### src/rtl/demux32_1to3_buf.sv
// One-to-three demultiplexer with a single-entry holding slot per destination.
// Illegal selects are dropped, flagged with a one-cycle pulse and counted.
module demux32_1to3_buf (
    input  logic        clk,
    input  logic        rst_n,
    input  logic        in_valid,
    input  logic [31:0] in_data,
    input  logic [1:0]  in_sel,
    output logic        in_ready,
    input  logic [2:0]  out_ready,
    output logic [2:0]  out_valid,
    output logic [31:0] out_data_0,
    output logic [31:0] out_data_1,
    output logic [31:0] out_data_2,
    output logic        err_sel,
    output logic [7:0]  drop_cnt
);

    logic [2:0]  out_valid_r;
    logic [31:0] data_r [3];
    logic        err_sel_r;
    logic [7:0]  drop_cnt_r;

    logic        in_ready_s;
    logic        accept_s;
    logic        illegal_s;
    logic [2:0]  sel_onehot_s;
    logic [2:0]  load_s;
    logic [2:0]  deliver_s;

    function automatic logic [7:0] sat_inc8(input logic [7:0] value);
        return (value == 8'hFF) ? value : value + 8'd1;
    endfunction

    // Ready: an illegal word is always sunk; a legal one needs its slot free or draining.
    always_comb begin
        in_ready_s = 1'b1;
        case (in_sel)
            2'd0:    in_ready_s = !out_valid_r[0] || out_ready[0];
            2'd1:    in_ready_s = !out_valid_r[1] || out_ready[1];
            2'd2:    in_ready_s = !out_valid_r[2] || out_ready[2];
            2'd3:    in_ready_s = 1'b1;
            default: in_ready_s = 1'b1;
        endcase
    end

    // Destination decode of the select field.
    always_comb begin
        sel_onehot_s = 3'b000;
        case (in_sel)
            2'd0:    sel_onehot_s = 3'b001;
            2'd1:    sel_onehot_s = 3'b010;
            2'd2:    sel_onehot_s = 3'b100;
            2'd3:    sel_onehot_s = 3'b000;
            default: sel_onehot_s = 3'b000;
        endcase
    end

    // Handshake qualification for loads, drops and deliveries.
    always_comb begin
        accept_s  = in_valid && in_ready_s;
        load_s    = {3{accept_s}} & sel_onehot_s;
        illegal_s = accept_s && (in_sel == 2'd3);
        deliver_s = out_valid_r & out_ready;
    end

    // Slot occupancy: a same-edge load wins over delivery so the slot stays full.
    always_ff @(posedge clk or negedge rst_n) begin
        if (!rst_n) begin
            out_valid_r <= 3'b000;
        end else begin
            for (int i = 0; i < 3; i++) begin
                if (load_s[i]) begin
                    out_valid_r[i] <= 1'b1;
                end else if (deliver_s[i]) begin
                    out_valid_r[i] <= 1'b0;
                end else begin
                    out_valid_r[i] <= out_valid_r[i];
                end
            end
        end
    end

    // Slot data: written only on a load; otherwise retains its (possibly stale) word.
    always_ff @(posedge clk or negedge rst_n) begin
        if (!rst_n) begin
            for (int i = 0; i < 3; i++) begin
                data_r[i] <= 32'h0000_0000;
            end
        end else begin
            for (int i = 0; i < 3; i++) begin
                if (load_s[i]) begin
                    data_r[i] <= in_data;
                end else begin
                    data_r[i] <= data_r[i];
                end
            end
        end
    end

    // Illegal-select pulse and saturating drop counter.
    always_ff @(posedge clk or negedge rst_n) begin
        if (!rst_n) begin
            err_sel_r  <= 1'b0;
            drop_cnt_r <= 8'd0;
        end else begin
            err_sel_r <= illegal_s;
            if (illegal_s) begin
                drop_cnt_r <= sat_inc8(drop_cnt_r);
            end else begin
                drop_cnt_r <= drop_cnt_r;
            end
        end
    end

    assign in_ready   = in_ready_s;
    assign out_valid  = out_valid_r;
    assign out_data_0 = data_r[0];
    assign out_data_1 = data_r[1];
    assign out_data_2 = data_r[2];
    assign err_sel    = err_sel_r;
    assign drop_cnt   = drop_cnt_r;

endmodule

### config.mk
export PLATFORM = sky130hd
export DESIGN_NAME = demux32_1to3_buf
export DESIGN_NICKNAME = d
export VERILOG_FILES = /design/src/rtl/demux32_1to3_buf.sv
export SDC_FILE = /design/constraint.sdc
export NUM_CORES = 1
export LEC_CHECK = 0
export CELL_PAD_IN_SITES_DETAIL_PLACEMENT = 1
export CELL_PAD_IN_SITES_GLOBAL_PLACEMENT = 1
export CORE_ASPECT_RATIO = 2
export CORE_MARGIN = 2
export CORE_UTILIZATION = 37
export DETAILED_ROUTE_END_ITERATION = 10
export PLACE_DENSITY_LB_ADDON = 0.1
export SLEW_MARGIN = 15
export SYNTH_ARGS = -nofsm -noshare
export SYNTH_HDL_FRONTEND = slang
export SYNTH_SLANG_ARGS = --single-unit
### constraint.sdc
create_clock -name clk -period 3.5 [get_ports clk]
set_input_delay 0.525 -clock clk [delete_from_list [all_inputs] [get_ports clk]]
set_output_delay 0.525 -clock clk [all_outputs]
set_load 0.05 [all_outputs]
== Yosys cells after proc, flatten, opt, wreduce, memory -nomap -nowiden ==
Cells that the tools add are included.
Widths: inputs -> output; s select.

* Register bits: 108
* Word-level logic and storage cells: 37
* Input port bits: 40

* Bitwise operators: 3
* Multiplexer cells: 8
* Reductions and logical operators: 13
* $add $sub $neg: 1
* Equal/unequal tests: 4

{| class="wikitable"
|+ Operator list
! cell !! number
|-
| $pmux 3 s4 || 1
|-
| $add 8x1->8 const B || 1
|-
| $eq 8x8->1 const B || 1
|-
| $and 3x3->3 || 2
|-
| $mux 1 || 6
|-
| $reduce_bool 2->1 || 3
|-
| $eq 2x2->1 const B || 2
|-
| $pmux 1 s4 || 1
|-
| $logic_not 1->1 || 3
|-
| $logic_or 1x1->1 || 3
|-
| $eq 2x1->1 const B || 1
|-
| $logic_and 1x1->1 || 2
|-
| $logic_not 2->1 || 1
|-
| $reduce_and 2->1 || 1
|-
| $not 1->1 || 1
|}

== Depth between registers and ports, before layout ==
Gate-level depths: netlist of the first run.

* Depth after elaboration: 6
* Mapped depth: 5
* Mapped depth without buffers: 4

== Worst setup path after synthesis of the first run ==
OpenSTA, ideal clock, no wires.

* Path kind: register -> output
* Start point: register out_valid_r[0], in the netlist out_valid[0]
* End point: output in_ready
* Data arrival time: 1.914 ns
* Buffers on the path: 0
* Cell stages (with the launch flop): 4
* Data required time: 2.975 ns
* Path slack: 1.061 ns
* Path through: dfrtp_1 > nand2b_1 > o21ai_0 > o21ai_0

* Cells in the longest elaborated chain, start to end: 3

{| class="wikitable"
|+ RTL lines
! element !! line !! source
|-
| from (decl) || 19 || <nowiki>logic [2:0] out_valid_r;</nowiki>
|-
| from (signal, indexed assignment) || 78 || <nowiki>out_valid_r[i] <= out_valid_r[i];</nowiki>
|-
| $logic_not 1->1 || 39 || <nowiki>2'd0: in_ready_s = !out_valid_r[0] || out_ready[0];</nowiki>
|-
| $logic_or 1x1->1 || 39 ||
|-
| $pmux 1 s4 || 38 || <nowiki>case (in_sel)</nowiki>
|-
| to (decl) || 9 || <nowiki>output logic in_ready,</nowiki>
|}

Every way passes these cells.

== Worst setup path after layout of the first run ==
* Start point: input in_sel[1]
* End point: output in_ready

* Cells in the longest elaborated chain, start to end: 2
* Elaborated cells between the ends (all ways): 5

{| class="wikitable"
|+ RTL lines
! element !! line !! source
|-
| from (decl) || 8 || <nowiki>input logic [1:0] in_sel,</nowiki>
|-
| $eq 2x2->1, or another cell as far along || 38 ||
|-
| $pmux 1 s4 * || 38 ||
|}

Mark *: on every way between the ends. The rest lies on a longest branch, timed or not.

==> out/metrics.cfg, run 1 <==
[run_status]
status=completed

[synthesis]
synth-adder-area-share=0.00286
synth_compound_gate_area_share=0.0143
netlist_instances=257
synth_top_family_by_area=multiplexers
synth_seq_cells=108
synth_top_area_frac=0.618
synthFlopType=dfrtp_1
yosysWarnings=0
async_flop_share=1.00
synth_edf_count=0
muxShareOfSynthArea=0.288
syn_avg_cell_area_sq_um=17.0
ys_seq_area_frac=0.618
syn_area_sq_mm=0.00437
synth_top_area_cell=dfrtp_1
synth_area_leaders=dfrtp_1 62%, mux2_2 15%, mux2_4 13%
synth_xor_area_frac=0.00801
synth_fp_nets=298
synthSimpleGateAreaFrac=0.0378
yosys.cell_types.count=29

[grt]
antenna_found_initial=0
met1_usage=0.200
overflow=0
grt_start_max_net_pins=58
grt_pass1_wl_um=16800
grt_util_met3=0.0473
grt_pass1_vias=2981
busiest_layer=met2
grt_usage=0.176
use_met2=0.316

[clock_tree]
clock-sinks=108
post_cts_resized=0
clockRootBuffer=clkbuf_16
insertion_delay_ns=0.34
numCtsBuffers=9
post-cts-setup-buffers=0
cts_tree=done
hold_buffers=0
clock_path_buffers=2
cts-htree-levels=3
clk_pin_slew_worst_paths_ns=0.07

[layout]
nets=451
drive_gt1_frac=0.299
area_delta_synth_final_pct=42.7
n_antenna_cell=0

[worst_setup_path]
crit_fanout=7
arrival_ns=2.24
crit_chain=clkdlybuf4s50_1 -> nand3b_1 -> o21ai_0 -> o21ai_0 -> clkdlybuf4s50_1
critical_path.slowest_cell=clkdlybuf4s50_1
critPathCaptureType=output pin
crit_required_ns=2.97
cpPeakStageDelay_ns=0.82
critPathLaunchType=input pin
worstSetupPathType=in -> out

[floorplanning]
die_y_um=158
pin_count=149
dieArea_sq_mm=0.0128
start_util=0.376
row_count=56
floorplan.core_area_sq_mm=0.0116
die_w_um=80.9

[sta]
max_freq_mhz=362
finalHoldViolCount=0
tightest_slew_ns=0.741
setup_tns_ns=0
setup_viol=0
period_share=0.789
rsz0062_at_grt=false
fin_skew_ns=0.00760
period_needed_ns=2.76
relSlewSlack=0.506
whs_ns=0.233
maxSlewViolCount=0

[route]
vias=2721
drt_iter0_drc=117
wl_um=10700
via_per_inst=4.86
wire_per_inst_um=19.1
dr.pass1.iters=4
ant_nets=0
drcViolationCount=0

[power]
combPwrFrac=0.423
ir_worst_vdd_v=0.000303
clkPwrFrac=0.216
power_per_cell_area_mw_per_mm2=748
seqPwrFrac=0.361
p_leak_nw=2.66
intPower_mw=2.81
p_sw_frac=0.398
power.switching_mw=1.86

[placement]
gp_congestion=0.718
dpl.hpwl_um=7540
port_buffers=148

[min_path]
hp-class=in -> async

[run]
drv_cap=0

-- routing by layer --
| layer | wire length [um] | share of wire |
|---|---|---|
| met3 | 613 | 0.057 |
| met4 | 131 | 0.012 |
| met2 | 6010 | 0.56 |
| met1 | 3910 | 0.37 |
| met5 | 0 | 0 |
-- path summary, 6_finish.rpt --
path	startpoint	end	slack, ns	cells past startpoint
worst max-delay path	in_sel[1]	in_ready	0.74	5
worst min-delay path	rst_n	out_data_1[13]	0.23	1
worst max register to register	drop_cnt[0]	drop_cnt[1]	1.76	4
worst min register to register	out_data_0[11]	out_data_0[11]	0.51	1
max in group asynchronous	rst_n	out_data_0[17]	2.41	2
min in group clk	out_data_0[11]	out_data_0[11]	0.51	1
-- area by class of cell --
class / count / area, sq um
fillers: 1168 / 5390
flip-flops and latches: 108 / 2700
repair buffers: 153 / 1530
well taps: 145 / 181
clock inverters: 5 / 61.3
clock buffers: 11 / 233
multi-input cells: 138 / 1540
-- critical path: cells and delay by family --
kind                   cells  cell delay, ns
buffers and inverters      2            1.34
AO/OA/AOI/OAI              2            0.23
AND/OR/NAND/NOR            1            0.13
-- synth_stat cells (all sizes together), types with 2 or more instances --
master	n
buf	11
nand3b	2
nand3	2
nand4	3
o211ai	2
o21ai	4
nand2	6
nor3	2
xnor2	4
and3	4
mux2	99
nand2b	2
dfrtp	108
-- placed cells by master (no fill, tap or decap), types with 2 or more instances in the layout --
master             n
clkbuf_1           2
clkdlybuf4s50_1  147
buf_4              5
o211ai_1           2
clkbuf_16          9
mux2_2            59
xnor2_1            4
and3_1             3
mux2_4            39
nand2b_1           2
nand4_1            3
nand2_1            6
nand3_1            2
clkinv_4           2
o21ai_0            3
dfrtp_1          108
-- stage by stage --
step | worst slack (ns) | util | cell area (sq um) | cells | power (mW)
finish | 0.738 | 0.537 | 6240 | 560 | 4.67
CTS | 0.716 | 0.537 | 6240 | 560 | 4.74
global placement | 0.779 | 0.512 | 5950 | 544 | 3.67
floorplan | 1.06 | - | 4370 | 257 | 2.97
detailed placement | 0.722 | 0.512 | 5950 | 544 | 3.70
global route | 0.613 | 0.537 | 6240 | 560 | 4.88
-- flip-flops by register name, summed over array words and instances, names as in the netlist --
register	cells
out_data_2	32
drop_cnt	8
out_valid	3
out_data_1	32
err_sel	1
out_data_0	32
-- power groups by stage --
stage	clock network (mW)	logic [mW]	registers, mW
finish	1.01	1.97	1.68
global route	1.10	2.05	1.72
floorplan	0	0.347	2.62
CTS	1.05	2.00	1.69
global placement	0	1.97	1.70
detailed placement	0	1.99	1.71
-- cells by family (layout without fill, tap and decap cells) --
family,Yosys count,count (layout)
AO/OA/AOI/OAI,9,9
XOR/XNOR,4,4
adder cells (fa/ha/maj),1,1
buffers and inverters,11,169
flip-flops,108,108
multiplexers,99,99
AND/OR/NAND/NOR,25,25
Note: power is estimated with default switching activity, not from simulation.
==> run 2: changes to the inputs <==
--- a/config.mk
+++ b/config.mk
@@ -9,7 +9,7 @@
 export CELL_PAD_IN_SITES_GLOBAL_PLACEMENT = 1
 export CORE_ASPECT_RATIO = 2
 export CORE_MARGIN = 2
-export CORE_UTILIZATION = 37
+export CORE_UTILIZATION = 33
 export DETAILED_ROUTE_END_ITERATION = 10
 export PLACE_DENSITY_LB_ADDON = 0.1
 export SLEW_MARGIN = 15
==> constraint.sdc (replaced) <==
create_clock -name clk -period 2.4 [get_ports clk]
set_input_delay 0.36 -clock clk [delete_from_list [all_inputs] [get_ports clk]]
set_output_delay 0.36 -clock clk [all_outputs]
set_load 0.05 [all_outputs]
==> run 2 against run 1 <==
- wire length increased by 0.95%
- global-route usage decreased by 1.5 points
- register-to-register slack got worse by 1.0 ns
- first-iteration DRC count decreased by 28%
- worst setup slack got worse by 0.32 ns
- clock skew increased by 0.0047 ns
- sequential cell count unchanged
- combinational power increased by 47%
- final cell count increased by 2.0%
==> out/metrics.cfg, run 2 (synthesis results as in run 1) <==
[clock_tree]
post_cts_resized=0  ; unchanged
cts-htree-levels=3  ; unchanged
clockRootBuffer=clkbuf_16
numCtsBuffers=9  ; unchanged
post-cts-setup-buffers=0  ; unchanged
hold_buffers=1  ; +1
clock-sinks=108  ; unchanged
clock_path_buffers=2  ; unchanged
cts_tree=done
clk_pin_slew_worst_paths_ns=0.07  ; about the same
insertion_delay_ns=0.34  ; about the same

[sta]
setup_tns_ns=0  ; unchanged
max_freq_mhz=504
rsz0062_at_grt=false
fin_skew_ns=0.0123  ; +0.00473 ns
whs_ns=0.350  ; +0.117 ns
period_needed_ns=1.99
period_share=0.828
finalHoldViolCount=0  ; unchanged
relSlewSlack=0.618  ; +0.112
tightest_slew_ns=0.571  ; -0.169 ns
maxSlewViolCount=0  ; unchanged
timing.final.ws_setup_ns=0.414  ; -0.324 ns
setup_viol=0  ; unchanged

[placement]
place_inst=554  ; +1.8%
dpl-instance-area_sq_mm=0.00603  ; +1.3%
gp_congestion=0.727  ; +1.4%
dpl.hpwl_um=7740  ; +2.6%
dp_slack_ns=0.359  ; -0.362 ns
port_buffers=148  ; unchanged

[route]
wire_per_inst_um=18.9  ; -1.0%
ant_nets=0  ; unchanged
via_per_inst=4.78  ; -1.6%
wl_um=10800  ; +0.95%
vias=2729  ; +0.29%
drcViolationCount=0  ; unchanged
dr.pass1.iters=4  ; unchanged
drt_iter0_drc=84  ; -28%

[grt]
antenna_found_initial=0  ; unchanged
grt_usage=0.161  ; -0.0155
overflow=0  ; unchanged
grt_pass1_wl_um=17700  ; +5.0%
grt_pass1_vias=3110  ; +4.3%
grt_start_max_net_pins=65  ; +12%

[power]
p_total_mw=6.88  ; +47%
ir_worst_vdd_v=0.000534  ; +76%
power_per_cell_area_mw_per_mm2=1080  ; +45%
p_leak_nw=2.70  ; +1.3%

[floorplanning]
row_count=59  ; +5.4%
die_y_um=167  ; +5.7%
dieArea_sq_mm=0.0142  ; +12%
floorplan.core_area_sq_mm=0.0130  ; +12%
pin_count=149  ; unchanged
die_w_um=85.4  ; +5.6%
start_util=0.337  ; -0.0394

[layout]
drive_gt1_frac=0.310  ; +0.0115
nets=455  ; +0.89%
stdcell_area_sq_mm=0.00635  ; +1.7%
fin_util=0.489  ; -0.0483
n_fill_cell=1295  ; +11%
multi_input_area_sq_mm=0.00154  ; unchanged
final_cell_mix=146 x clkdlybuf4s50_1, 108 x dfrtp_1, 59 x mux2_2
n_antenna_cell=0  ; unchanged
area_delta_synth_final_pct=45.1
fin_cells=571  ; +2.0%
final-seq-area_sq_mm=0.00270  ; unchanged
layout_commonest_cell=clkdlybuf4s50_1

[worst_setup_path]
crit_required_ns=2.04  ; -0.93 ns
critPathCaptureType=output pin
arrival_ns=1.63  ; -0.61 ns
worstSetupPathType=in -> out
crit_fanout=7  ; unchanged
critPathLaunchType=input pin

[min_path]
hp-class=in -> async

[run_status]
status=completed

[run]
drv_cap=0  ; unchanged

[run 2: changes by cell type in the layout (fill, tap and decap cells not counted), sizes merged]
cell	before	now
dlygate4sd3	0	1
inv	1	2
clkdlybuf4s50	147	146
clkinv	3	1
clkbuf	11	10
clkinvlp	0	2
buf	6	10
[run 2: critical path: stages]
cell and delay (ns):
clkdlybuf4s50_1 0.53, nand3b_1 0.16, o21ai_0 0.08, o21ai_0 0.30, buf_12 0.19
[run 2: worst paths after layout]
kind / end / startpoint / slack, ns / cells past startpoint
min in group clk: out_data_0[20] / out_data_0[20] / 0.51 / 1
hold / removal: drop_cnt[2] / rst_n / 0.35 / 2
hold reg to reg: out_data_0[20] / out_data_0[20] / 0.51 / 1
setup / recovery: in_ready / in_sel[1] / 0.41 / 5
max in group asynchronous: out_data_2[0] / rst_n / 1.32 / 3
setup reg to reg: drop_cnt[1] / drop_cnt[0] / 0.72 / 4
[run 2: power by group]
group	switching, mW	internal, mW
sequential	0.240	2.20
combinational	1.81	1.09
clock	0.689	0.848
[run 2: metal layers]
| metal | GRT usage | part of all wire | up-vias |
|---|---|---|---|
| li1 | - | - | 1223 |
| met1 | 0.186 | 0.38 | 1416 |
| met2 | 0.290 | 0.56 | 82 |
| met3 | 0.0347 | 0.050 | 8 |
| met4 | 0.0497 | 0.013 | 0 |
| met5 | 0 | 0 | - |
[run 2: area by class of cell]
class,count,area share
Tap cell,152,0.0300
Clock inverter,6,0.0110
Sequential cell,108,0.426
Multi-Input combinational cell,138,0.242
Clock buffer,10,0.0377
Timing Repair Buffer,157,0.253
